### config.mk
export PLATFORM = sky130hd
export DESIGN_NAME = clk_rst_sequencer_flat
export DESIGN_NICKNAME = d
export VERILOG_FILES = /design/src/rtl/clk_rst_sequencer_pkg.sv /design/src/rtl/clk_rst_sequencer_if.sv /design/src/rtl/bit_sync.sv /design/src/rtl/clk_rst_sequencer.sv /design/src/flat_wrapper.sv
export SDC_FILE = /design/constraint.sdc
export NUM_CORES = 1
export LEC_CHECK = 0
export ABC_AREA = 1
export CAP_MARGIN = 20
export CORE_AREA = 10 10 90 92
export DETAILED_ROUTE_END_ITERATION = 8
export DIE_AREA = 0 0 100 102
export PLACE_DENSITY = 0.65
export RECOVER_POWER = 25
export SYNTH_ARGS = -nofsm -noshare
export SYNTH_HDL_FRONTEND = slang
export SYNTH_SLANG_ARGS = --single-unit
### constraint.sdc
create_clock -name clk_i -period 2.44 [get_ports clk_i]
set_input_delay 0.732 -clock clk_i [delete_from_list [all_inputs] [get_ports clk_i]]
set_output_delay 0.732 -clock clk_i [all_outputs]
set_load 0.02 [all_outputs]
### src/rtl/clk_rst_sequencer_pkg.sv
// Shared types and 27 MHz default timing for the board clock/reset sequencer.
// The output decode lives here so every consumer sees the same per-state reset levels.
package clk_rst_sequencer_pkg;

    typedef enum logic [2:0] {
        PLL_RST,
        WAIT_LOCK,
        DIV_SETTLE,
        RUN,
        FAIL
    } clk_seq_state_t;

    localparam int unsigned DEF_PLL_RST_CYCLES      = 27;
    localparam int unsigned DEF_LOCK_STABLE_CYCLES  = 2700;
    localparam int unsigned DEF_LOCK_TIMEOUT_CYCLES = 270000;
    localparam int unsigned DEF_DIV_SETTLE_CYCLES   = 16;
    localparam int unsigned DEF_MAX_RETRIES         = 3;
    localparam int unsigned DEF_SYNC_STAGES         = 2;

    typedef struct packed {
        logic pll_rst;
        logic clkdiv_rstn;
        logic sys_rst;
        logic ready;
        logic fail;
    } seq_out_t;

    function automatic seq_out_t state_outputs(input clk_seq_state_t s);
        seq_out_t o;
        o = '{pll_rst: 1'b0, clkdiv_rstn: 1'b0, sys_rst: 1'b1, ready: 1'b0, fail: 1'b0};
        case (s)
            PLL_RST:    o.pll_rst = 1'b1;
            DIV_SETTLE: o.clkdiv_rstn = 1'b1;
            RUN: begin
                o.clkdiv_rstn = 1'b1;
                o.sys_rst     = 1'b0;
                o.ready       = 1'b1;
            end
            FAIL:       o.fail = 1'b1;
            default:    ;
        endcase
        return o;
    endfunction

endpackage

### src/rtl/clk_rst_sequencer_if.sv
// Lock/restart inputs and reset/status outputs of the clock sequencer.
// master is the sequencer side; slave is the board/testbench side.
interface clk_rst_sequencer_if #(
    parameter int RETRY_W = 2
) ();
    logic               pll_lock_i;
    logic               restart_i;
    logic               pll_rst_o;
    logic               clkdiv_rstn_o;
    logic               sys_rst_o;
    logic               ready_o;
    logic               fail_o;
    logic [RETRY_W-1:0] retry_cnt_o;
    logic [7:0]         lock_loss_cnt_o;

    modport master (
        input  pll_lock_i, restart_i,
        output pll_rst_o, clkdiv_rstn_o, sys_rst_o, ready_o, fail_o,
        output retry_cnt_o, lock_loss_cnt_o
    );

    modport slave (
        output pll_lock_i, restart_i,
        input  pll_rst_o, clkdiv_rstn_o, sys_rst_o, ready_o, fail_o,
        input  retry_cnt_o, lock_loss_cnt_o
    );
endinterface

### src/rtl/bit_sync.sv
// Multi-flop synchronizer for a single asynchronous level (PLL lock, key inputs).
module bit_sync #(
    parameter int SYNC_STAGES = 2
) (
    input  logic clk_i,
    input  logic rst_n_i,
    input  logic d_i,
    output logic q_o
);
    logic [SYNC_STAGES-1:0] sync_q;
    logic [SYNC_STAGES-1:0] sync_d;

    always_comb begin
        sync_d[0] = d_i;
        for (int i = 1; i < SYNC_STAGES; i++) begin
            sync_d[i] = sync_q[i-1];
        end
    end

    always_ff @(posedge clk_i) begin
        if (!rst_n_i) sync_q <= '0;
        else          sync_q <= sync_d;
    end

    assign q_o = sync_q[SYNC_STAGES-1];
endmodule

### src/rtl/clk_rst_sequencer.sv
// PLL -> clock divider -> core reset sequencer with lock qualification, timeout retries,
// lock-loss recovery and user restart. Outputs are registered decodes of the current state.
module clk_rst_sequencer
    import clk_rst_sequencer_pkg::*;
#(
    parameter int PLL_RST_CYCLES      = DEF_PLL_RST_CYCLES,
    parameter int LOCK_STABLE_CYCLES  = DEF_LOCK_STABLE_CYCLES,
    parameter int LOCK_TIMEOUT_CYCLES = DEF_LOCK_TIMEOUT_CYCLES,
    parameter int DIV_SETTLE_CYCLES   = DEF_DIV_SETTLE_CYCLES,
    parameter int MAX_RETRIES         = DEF_MAX_RETRIES,
    parameter int SYNC_STAGES         = DEF_SYNC_STAGES
) (
    input  logic             clk_i,
    input  logic             rst_n_i,
    clk_rst_sequencer_if.master bus
);
    localparam int CYC_MAX  = (LOCK_TIMEOUT_CYCLES > PLL_RST_CYCLES) ?
                              ((LOCK_TIMEOUT_CYCLES > DIV_SETTLE_CYCLES) ? LOCK_TIMEOUT_CYCLES : DIV_SETTLE_CYCLES) :
                              ((PLL_RST_CYCLES > DIV_SETTLE_CYCLES) ? PLL_RST_CYCLES : DIV_SETTLE_CYCLES);
    localparam int CYC_W    = $clog2(CYC_MAX) + 1;
    localparam int STABLE_W = $clog2(LOCK_STABLE_CYCLES) + 1;
    localparam int RETRY_W  = $clog2(MAX_RETRIES + 1);

    clk_seq_state_t      state_q, state_d;
    logic [CYC_W-1:0]    cyc_q, cyc_d;
    logic [STABLE_W-1:0] stable_q, stable_d;
    logic [RETRY_W-1:0]  retry_q, retry_d;
    logic [7:0]          loss_q, loss_d;
    seq_out_t            out_q, out_d;
    logic                lock_s;

    bit_sync #(.SYNC_STAGES(SYNC_STAGES)) u_lock_sync (
        .clk_i   (clk_i),
        .rst_n_i (rst_n_i),
        .d_i     (bus.pll_lock_i),
        .q_o     (lock_s)
    );

    always_comb begin
        state_d  = state_q;
        cyc_d    = cyc_q;
        stable_d = '0;
        retry_d  = retry_q;
        loss_d   = loss_q;
        case (state_q)
            PLL_RST: begin
                if (cyc_q == CYC_W'(PLL_RST_CYCLES - 1)) state_d = WAIT_LOCK;
                else                                     cyc_d   = cyc_q + CYC_W'(1);
            end
            WAIT_LOCK: begin
                cyc_d    = cyc_q + CYC_W'(1);
                stable_d = lock_s ? stable_q + STABLE_W'(1) : '0;
                // A qualified lock beats a timeout landing on the same cycle.
                if (lock_s && stable_q == STABLE_W'(LOCK_STABLE_CYCLES - 1)) begin
                    state_d = DIV_SETTLE;
                end else if (cyc_q == CYC_W'(LOCK_TIMEOUT_CYCLES - 1)) begin
                    if (retry_q < RETRY_W'(MAX_RETRIES)) begin
                        retry_d = retry_q + RETRY_W'(1);
                        state_d = PLL_RST;
                    end else begin
                        state_d = FAIL;
                    end
                end
            end
            DIV_SETTLE, RUN: begin
                if (!lock_s) begin
                    state_d = PLL_RST;
                    retry_d = '0;
                    if (loss_q != 8'hFF) loss_d = loss_q + 8'd1;
                end else if (state_q == DIV_SETTLE) begin
                    if (cyc_q == CYC_W'(DIV_SETTLE_CYCLES - 1)) state_d = RUN;
                    else                                        cyc_d   = cyc_q + CYC_W'(1);
                end
            end
            default: ;
        endcase

        // Restart overrides everything except reset, but keeps the lock-loss history.
        if (bus.restart_i) begin
            state_d = PLL_RST;
            retry_d = '0;
            loss_d  = loss_q;
        end
        if (bus.restart_i || state_d != state_q) begin
            cyc_d    = '0;
            stable_d = '0;
        end

        out_d = state_outputs(state_q);
    end

    always_ff @(posedge clk_i) begin
        if (!rst_n_i) begin
            state_q  <= PLL_RST;
            cyc_q    <= '0;
            stable_q <= '0;
            retry_q  <= '0;
            loss_q   <= '0;
            out_q    <= state_outputs(PLL_RST);
        end else begin
            state_q  <= state_d;
            cyc_q    <= cyc_d;
            stable_q <= stable_d;
            retry_q  <= retry_d;
            loss_q   <= loss_d;
            out_q    <= out_d;
        end
    end

    assign bus.pll_rst_o       = out_q.pll_rst;
    assign bus.clkdiv_rstn_o   = out_q.clkdiv_rstn;
    assign bus.sys_rst_o       = out_q.sys_rst;
    assign bus.ready_o         = out_q.ready;
    assign bus.fail_o          = out_q.fail;
    assign bus.retry_cnt_o     = retry_q;
    assign bus.lock_loss_cnt_o = loss_q;
endmodule

### src/flat_wrapper.sv
// flat-port wrapper written by rule: the top's interface ports become plain ports
module clk_rst_sequencer_flat import clk_rst_sequencer_pkg::*;
#(
    parameter int PLL_RST_CYCLES      = DEF_PLL_RST_CYCLES,
    parameter int LOCK_STABLE_CYCLES  = DEF_LOCK_STABLE_CYCLES,
    parameter int LOCK_TIMEOUT_CYCLES = DEF_LOCK_TIMEOUT_CYCLES,
    parameter int DIV_SETTLE_CYCLES   = DEF_DIV_SETTLE_CYCLES,
    parameter int MAX_RETRIES         = DEF_MAX_RETRIES,
    parameter int SYNC_STAGES         = DEF_SYNC_STAGES
)
  (clk_i, rst_n_i, bus_pll_lock_i, bus_restart_i, bus_pll_rst_o, bus_clkdiv_rstn_o, bus_sys_rst_o, bus_ready_o, bus_fail_o, bus_retry_cnt_o, bus_lock_loss_cnt_o);
  clk_rst_sequencer_if #(.RETRY_W(2)) bus_i ();
  input  logic clk_i;
  input  logic rst_n_i;
  input wire logic [$bits(bus_i.pll_lock_i)-1:0] bus_pll_lock_i;
  input wire logic [$bits(bus_i.restart_i)-1:0] bus_restart_i;
  output wire logic [$bits(bus_i.pll_rst_o)-1:0] bus_pll_rst_o;
  output wire logic [$bits(bus_i.clkdiv_rstn_o)-1:0] bus_clkdiv_rstn_o;
  output wire logic [$bits(bus_i.sys_rst_o)-1:0] bus_sys_rst_o;
  output wire logic [$bits(bus_i.ready_o)-1:0] bus_ready_o;
  output wire logic [$bits(bus_i.fail_o)-1:0] bus_fail_o;
  output wire logic [$bits(bus_i.retry_cnt_o)-1:0] bus_retry_cnt_o;
  output wire logic [$bits(bus_i.lock_loss_cnt_o)-1:0] bus_lock_loss_cnt_o;
  assign bus_i.pll_lock_i = bus_pll_lock_i;
  assign bus_i.restart_i = bus_restart_i;
  assign bus_pll_rst_o = bus_i.pll_rst_o;
  assign bus_clkdiv_rstn_o = bus_i.clkdiv_rstn_o;
  assign bus_sys_rst_o = bus_i.sys_rst_o;
  assign bus_ready_o = bus_i.ready_o;
  assign bus_fail_o = bus_i.fail_o;
  assign bus_retry_cnt_o = bus_i.retry_cnt_o;
  assign bus_lock_loss_cnt_o = bus_i.lock_loss_cnt_o;
  clk_rst_sequencer #(.PLL_RST_CYCLES(PLL_RST_CYCLES), .LOCK_STABLE_CYCLES(LOCK_STABLE_CYCLES), .LOCK_TIMEOUT_CYCLES(LOCK_TIMEOUT_CYCLES), .DIV_SETTLE_CYCLES(DIV_SETTLE_CYCLES), .MAX_RETRIES(MAX_RETRIES), .SYNC_STAGES(SYNC_STAGES)) u_core (.clk_i(clk_i), .rst_n_i(rst_n_i), .bus(bus_i));
endmodule
---- Word level (Yosys, flattened, before mapping) ----
Cells that the tools add are included.
W data, S select, Z words.
storage, ports and cells
  register bits after elaboration ......... 53
  output and inout bits ................... 15
cells by class
  $add $sub $neg .......................... 4
  $lt $le $gt $ge ......................... 1
  equality and inequality tests ........... 18
  muxes and demuxes ....................... 23
  bitwise logic cells ..................... 4
  reduce and logical (&&, ||, !) cells .... 12
operator list
  kind                     number
  $mux W20                 4
  $pmux W20 S3             1
  $mux W3                  8
  $add A20 B1 Y20 const B  1
  $eq A20 B19 Y1 const B   1
  $eq A20 B4 Y1 const B    1
  $eq A20 B5 Y1 const B    1
  $add A13 B1 Y13 const B  1
  $eq A13 B12 Y1 const B   1
  $mux W2                  5
  $reduce_and A5 Y1        2
  $pmux W3 S3              1
  $add A8 B1 Y8 const B    1
  $ne A2 B1 Y1 const B     4
  $ne A2 B2 Y1 const B     4
  $ne A8 B8 Y1 const B     1
  $eq A3 B2 Y1 const B     2
  $reduce_or A2 Y1         3
  $not A1 Y1               4
  $pmux W2 S2              1
  $reduce_and A4 Y1        1
  $reduce_or A4 Y1         1
  $eq A3 B1 Y1 const B     1
  $eq A3 B3 Y1 const B     1
  9 further kinds          11

---- Depth between registers and ports, before layout ----
  depth in word-level cells ............... 9
  depth in mapped cells ................... 13
  depth with buffers taken out ............ 12

---- Cells and area by module ----
Synthesis repeated with hierarchy kept, for this count alone.
unflattened totals
  cell total of the unflattened synthesis .. 410
  area, all modules ....................... 3004.1 um2
modules (own cells, without submodules)
  module             times used  cells each  area an instance (um2)  seq. area each (um2)
  clk_rst_sequencer  1           404         2949.1                  1021.0
  bit_sync           1           6           55.1                    40.0

---- Worst setup path after synthesis ----
OpenSTA, ideal clock, no wires.
  kind .................................... in2reg
  start ................................... in rst_n_i
  end ..................................... reg u_core.stable_q[7]
  arrival ................................. 1814 ps
  required time ........................... 2379 ps
  slack ................................... 565 ps
  stages .................................. 10
  path buffers ............................ 2
  cells stage by stage .................... buf_2 inv_2 nor2_1 inv_1 nor2_1 nand2_2 nor2_4 nand4_4 buf_12 nor2_4
on the way
  cells in the longest elaborated chain, start to end .. 2
RTL lines
  what                               line                      text
  start, declared                    flat_wrapper.sv:14        input logic rst_n_i;
  $not A1 Y1 (no source line)        n/a
  $reduce_or A4 Y1 (no source line)  n/a
  end signal, assigned               clk_rst_sequencer.sv:103  stable_q <= stable_d;
  end, declared                      clk_rst_sequencer.sv:26   logic [STABLE_W-1:0] stable_q, stable_d;
Every way passes these cells.
A chain may end at the register's enable or synchronous reset.

---- Worst setup path after layout ----
  start ................................... reg u_core.loss_q[0], in the netlist u_core.bus.lock_loss_cnt_o[0]
  end ..................................... out bus_lock_loss_cnt_o[0]
RTL lines
  what                    line                      text
  start, declared         clk_rst_sequencer.sv:28   logic [7:0] loss_q, loss_d;
  start signal, assigned  clk_rst_sequencer.sv:105  loss_q <= loss_d;
  end, declared           flat_wrapper.sv:23        output wire logic [$bits(bus_i.lock_loss_cnt_o)-1:0] bus_lock_loss_cnt_o;
No word-level cell between the ends.

==> results.md <==
- Status: finished, final reports clean
- Routability cong.: 0.878
- WP buf/inv: 1
- Hold Path Class: reg2reg
- WP data arrival: 1380 ps
- Pre-Repair DR Iteration Count: 4
- Worst-path cell chain: clkdlybuf4s50_1
- Initial antenna violation count: 0
- Setup ws final: 323 ps
- Post-Syn Nets: 433
- Pin count of the biggest net entering global routing: 21
- CTS root buf: clkbuf_8
- CTS tree: built
- Final setup vio count: 0
- Syn Std Cell Area: 3090 µm²
- CP Launch Type: flop
- CP max-delay cell: clkdlybuf4s50_1
- Delay-heaviest family, CP: buffers and inverters
- Synth top area share: 0.344
- Flops & latches, synth: 53
- Die area: 10200 µm²
- CTS Sinks: 53
- RSZ-0062 raised after global routing: false
- Ys Warns: 0
- Compound-Gate Fraction of Synth Area: 0.0961
- Wire per inst: 12.5 µm
- Mean post-synth cell area: 7.28 µm²
- Slowest stage delay, CP: 650 ps
- Hold wc startpoint: u_core.u_lock_sync.sync_q[0]
- Peak supply drop: 0.000254 V
- Die Ht: 102 µm
- Layout area overhead: 11.0%
- First-pass GRT wire length: 11500 µm
- Max-cap violations: 0
- Number of cells upsized or downsized after cts: 0
- Post-synthesis adder-cell area fraction: 0.0203
- Slew HR: 0.708
- CP Depth: 1
- DRT Wirelength: 6560 µm
- Synth top area cells: dfxtp_1 34%, nand2_1 12%, nor2_1 6.8%
- Post-route antenna net violation count: 0
- Vias: 2640
- Post-route DRC: 0
- Pins Over Slew Limit: 0
- Vias in the first global route: 2569
- # hold bufs at CTS: 0
- HPWL after DPL: 4780 µm
- Critical setup path kind: reg2out
- Worst-path clk slew: 100 ps
- Core ar.: 6280 µm²
- Hold Fails Final Rpt: 0
- RR Startpoint: u_core.cyc_q[0]
- Vias per cell: 5.05
- Total power: 1.42 mW
- Post-layout util: 0.546
- Final non-filler cell total: 523
- Share of layout cells above drive strength 1: 0.150
- CP Launch Point: u_core.bus.lock_loss_cnt_o[0]
- CP endpoint kind: output pin
- Total GRT Usage: 0.134
- Leak: 1.24 nW
- Top Ports: 19
- Syn Inst Count: 424
- Yosys top cell by area: dfxtp_1
- Max frequency: 0.472 GHz
- Starting Density: 0.492
- Register area share after synthesis: 0.344
- Worst hold slack: 428 ps
- Layout fillers: 619
- Antenna diodes: 0
- Worst-Margin Slew: 435 ps
- Cell area after layout: 3430 µm²
- Reg2Reg Depth: 12
- Iter 0 DRT Violations: 166
- DP Area: 3350 µm²
- Synth Area in XOR/XNOR: 0.0738
- Final nets: 454
- Die Span X: 100 µm
- Htree depth: 2
- Critical path peak fanout: 6
- Placed cells: 515
- Unique cell type count in the Yosys netlist: 37
- CTS buffer count: 5
- Power Density: 415 nW/µm²
- Post CTS Setup Buffer Count: 0
- Mux cell area share after synthesis: 0
- Main combinational cell family by area after synthesis: simple AND/OR/NAND/NOR gates
- Worst-Skew Late Latency: 310 ps
- Row count: 29
- Final worst path period share: 0.867
- Pre-CTS worst setup slack: 138 ps
- Clock Path Buffers: 2
- Final setup TNS: 0 ps
- GRT overflow: 0
- Worst Hold Depth: 2
- Layout Skew: 4.63 ps
- IO Port Bufs: 18
- Critical Path RT: 1710 ps
- Fin crit period: 2120 ps
- Post-Synth Simple-Gate Area: 0.374
sequential cells by signal (all words and copies together), names as in the netlist:
register and flops:
u_core.state_q 3, u_core.bus.clkdiv_rstn_o 1, u_core.bus.lock_loss_cnt_o 8, u_core.bus.sys_rst_o 1
u_core.bus.retry_cnt_o 2, u_core.cyc_q 20, u_core.u_lock_sync.sync_q 2, u_core.bus.pll_rst_o 1
u_core.bus.fail_o 1, u_core.stable_q 13, u_core.bus.ready_o 1
path summary, 6_finish.rpt:
| path | end | slack (ps) |
|---|---|---|
| setup / recovery | bus_lock_loss_cnt_o[0] | 320 |
| hold / removal | u_core.u_lock_sync.sync_q[1] | 430 |
| setup reg to reg | u_core.cyc_q[16] | 390 |
| hold reg to reg | u_core.u_lock_sync.sync_q[1] | 430 |
metal layers:
layer  routed length (µm)  track usage
met1                 3250        0.177
met2                 2870        0.203
met3                  319       0.0324
met4                  118       0.0587
met5                    0            0
tightest hold or removal path, delay by kind of cell (launching register included):
family,cells,cell delay (ps)
AND/OR/NAND/NOR,1,50
flip-flops,1,310
buffers and inverters,1,30
final cells by class:
cell class	instances	area, µm²	share of cell area
Multi-Input combinational cell	307	1730	0.506
Sequential cell	53	1060	0.310
Timing Repair Buffer	24	243	0.0709
Inverter	54	203	0.0592
Tap cell	77	96.3	0.0281
Clock buffer	5	68.8	0.0201
Clock inverter	3	21.3	0.00621
cells by family after synthesis:
kind of cell / Yosys count
AND/OR/NAND/NOR: 235
buffers and inverters: 64
flip-flops: 53
AO/OA/AOI/OAI: 41
XOR/XNOR: 26
adder cells (fa/ha/maj): 5
placed cells by master, fill, tap and decap left out, types with 2 or more instances in the layout:
cell type / instances
nor2_1: 57
o21ai_0: 7
dfxtp_1: 53
dlygate4sd3_1: 2
xor2_1: 19
buf_12: 2
nand4_1: 8
nand3b_1: 2
inv_1: 47
a21oi_1: 8
nand3_1: 28
clkbuf_1: 2
nand3_2: 3
buf_4: 2
nand2_1: 96
nor4_1: 3
xnor2_1: 7
clkdlybuf4s50_1: 16
clkbuf_8: 5
nor3_1: 10
inv_2: 6
a21oi_2: 21
ha_1: 5
nor2_4: 11
nand2_2: 4
nor2_2: 6
synth_stat cells:
cell / n
nor3b_1: 1
nor2_2: 7
nor3_4: 1
a21oi_2: 21
nand2_1: 96
nand4_1: 8
ha_1: 5
clkinv_1: 1
nor2_1: 56
or2_1: 1
buf_6: 2
o21bai_1: 1
nand4_4: 1
o211a_1: 1
nor4_1: 3
o21ai_0: 7
nand2_2: 4
nand3b_1: 2
buf_4: 2
xnor2_1: 7
inv_1: 46
o31ai_1: 1
nand3_2: 4
xor2_1: 19
buf_2: 5
a211oi_1: 1
buf_12: 1
o21ai_1: 1
inv_2: 7
nor2_4: 11
nand4_2: 1
nand3_1: 27
nor3_1: 10
and3_1: 1
dfxtp_1: 53
a21oi_1: 8
nand2_4: 1
report_power, final:
part / switching [mW] / leakage [nW] / internal, mW / total, mW
registers: 0.00440 / 0.427 / 0.868 / 0.872
clock network: 0.308 / 0.0445 / 0.204 / 0.513
logic: 0.0234 / 0.771 / 0.0136 / 0.0369
total: 0.336 / 1.24 / 1.09 / 1.42
No activity file was read; power rests on OpenSTA's default activity.
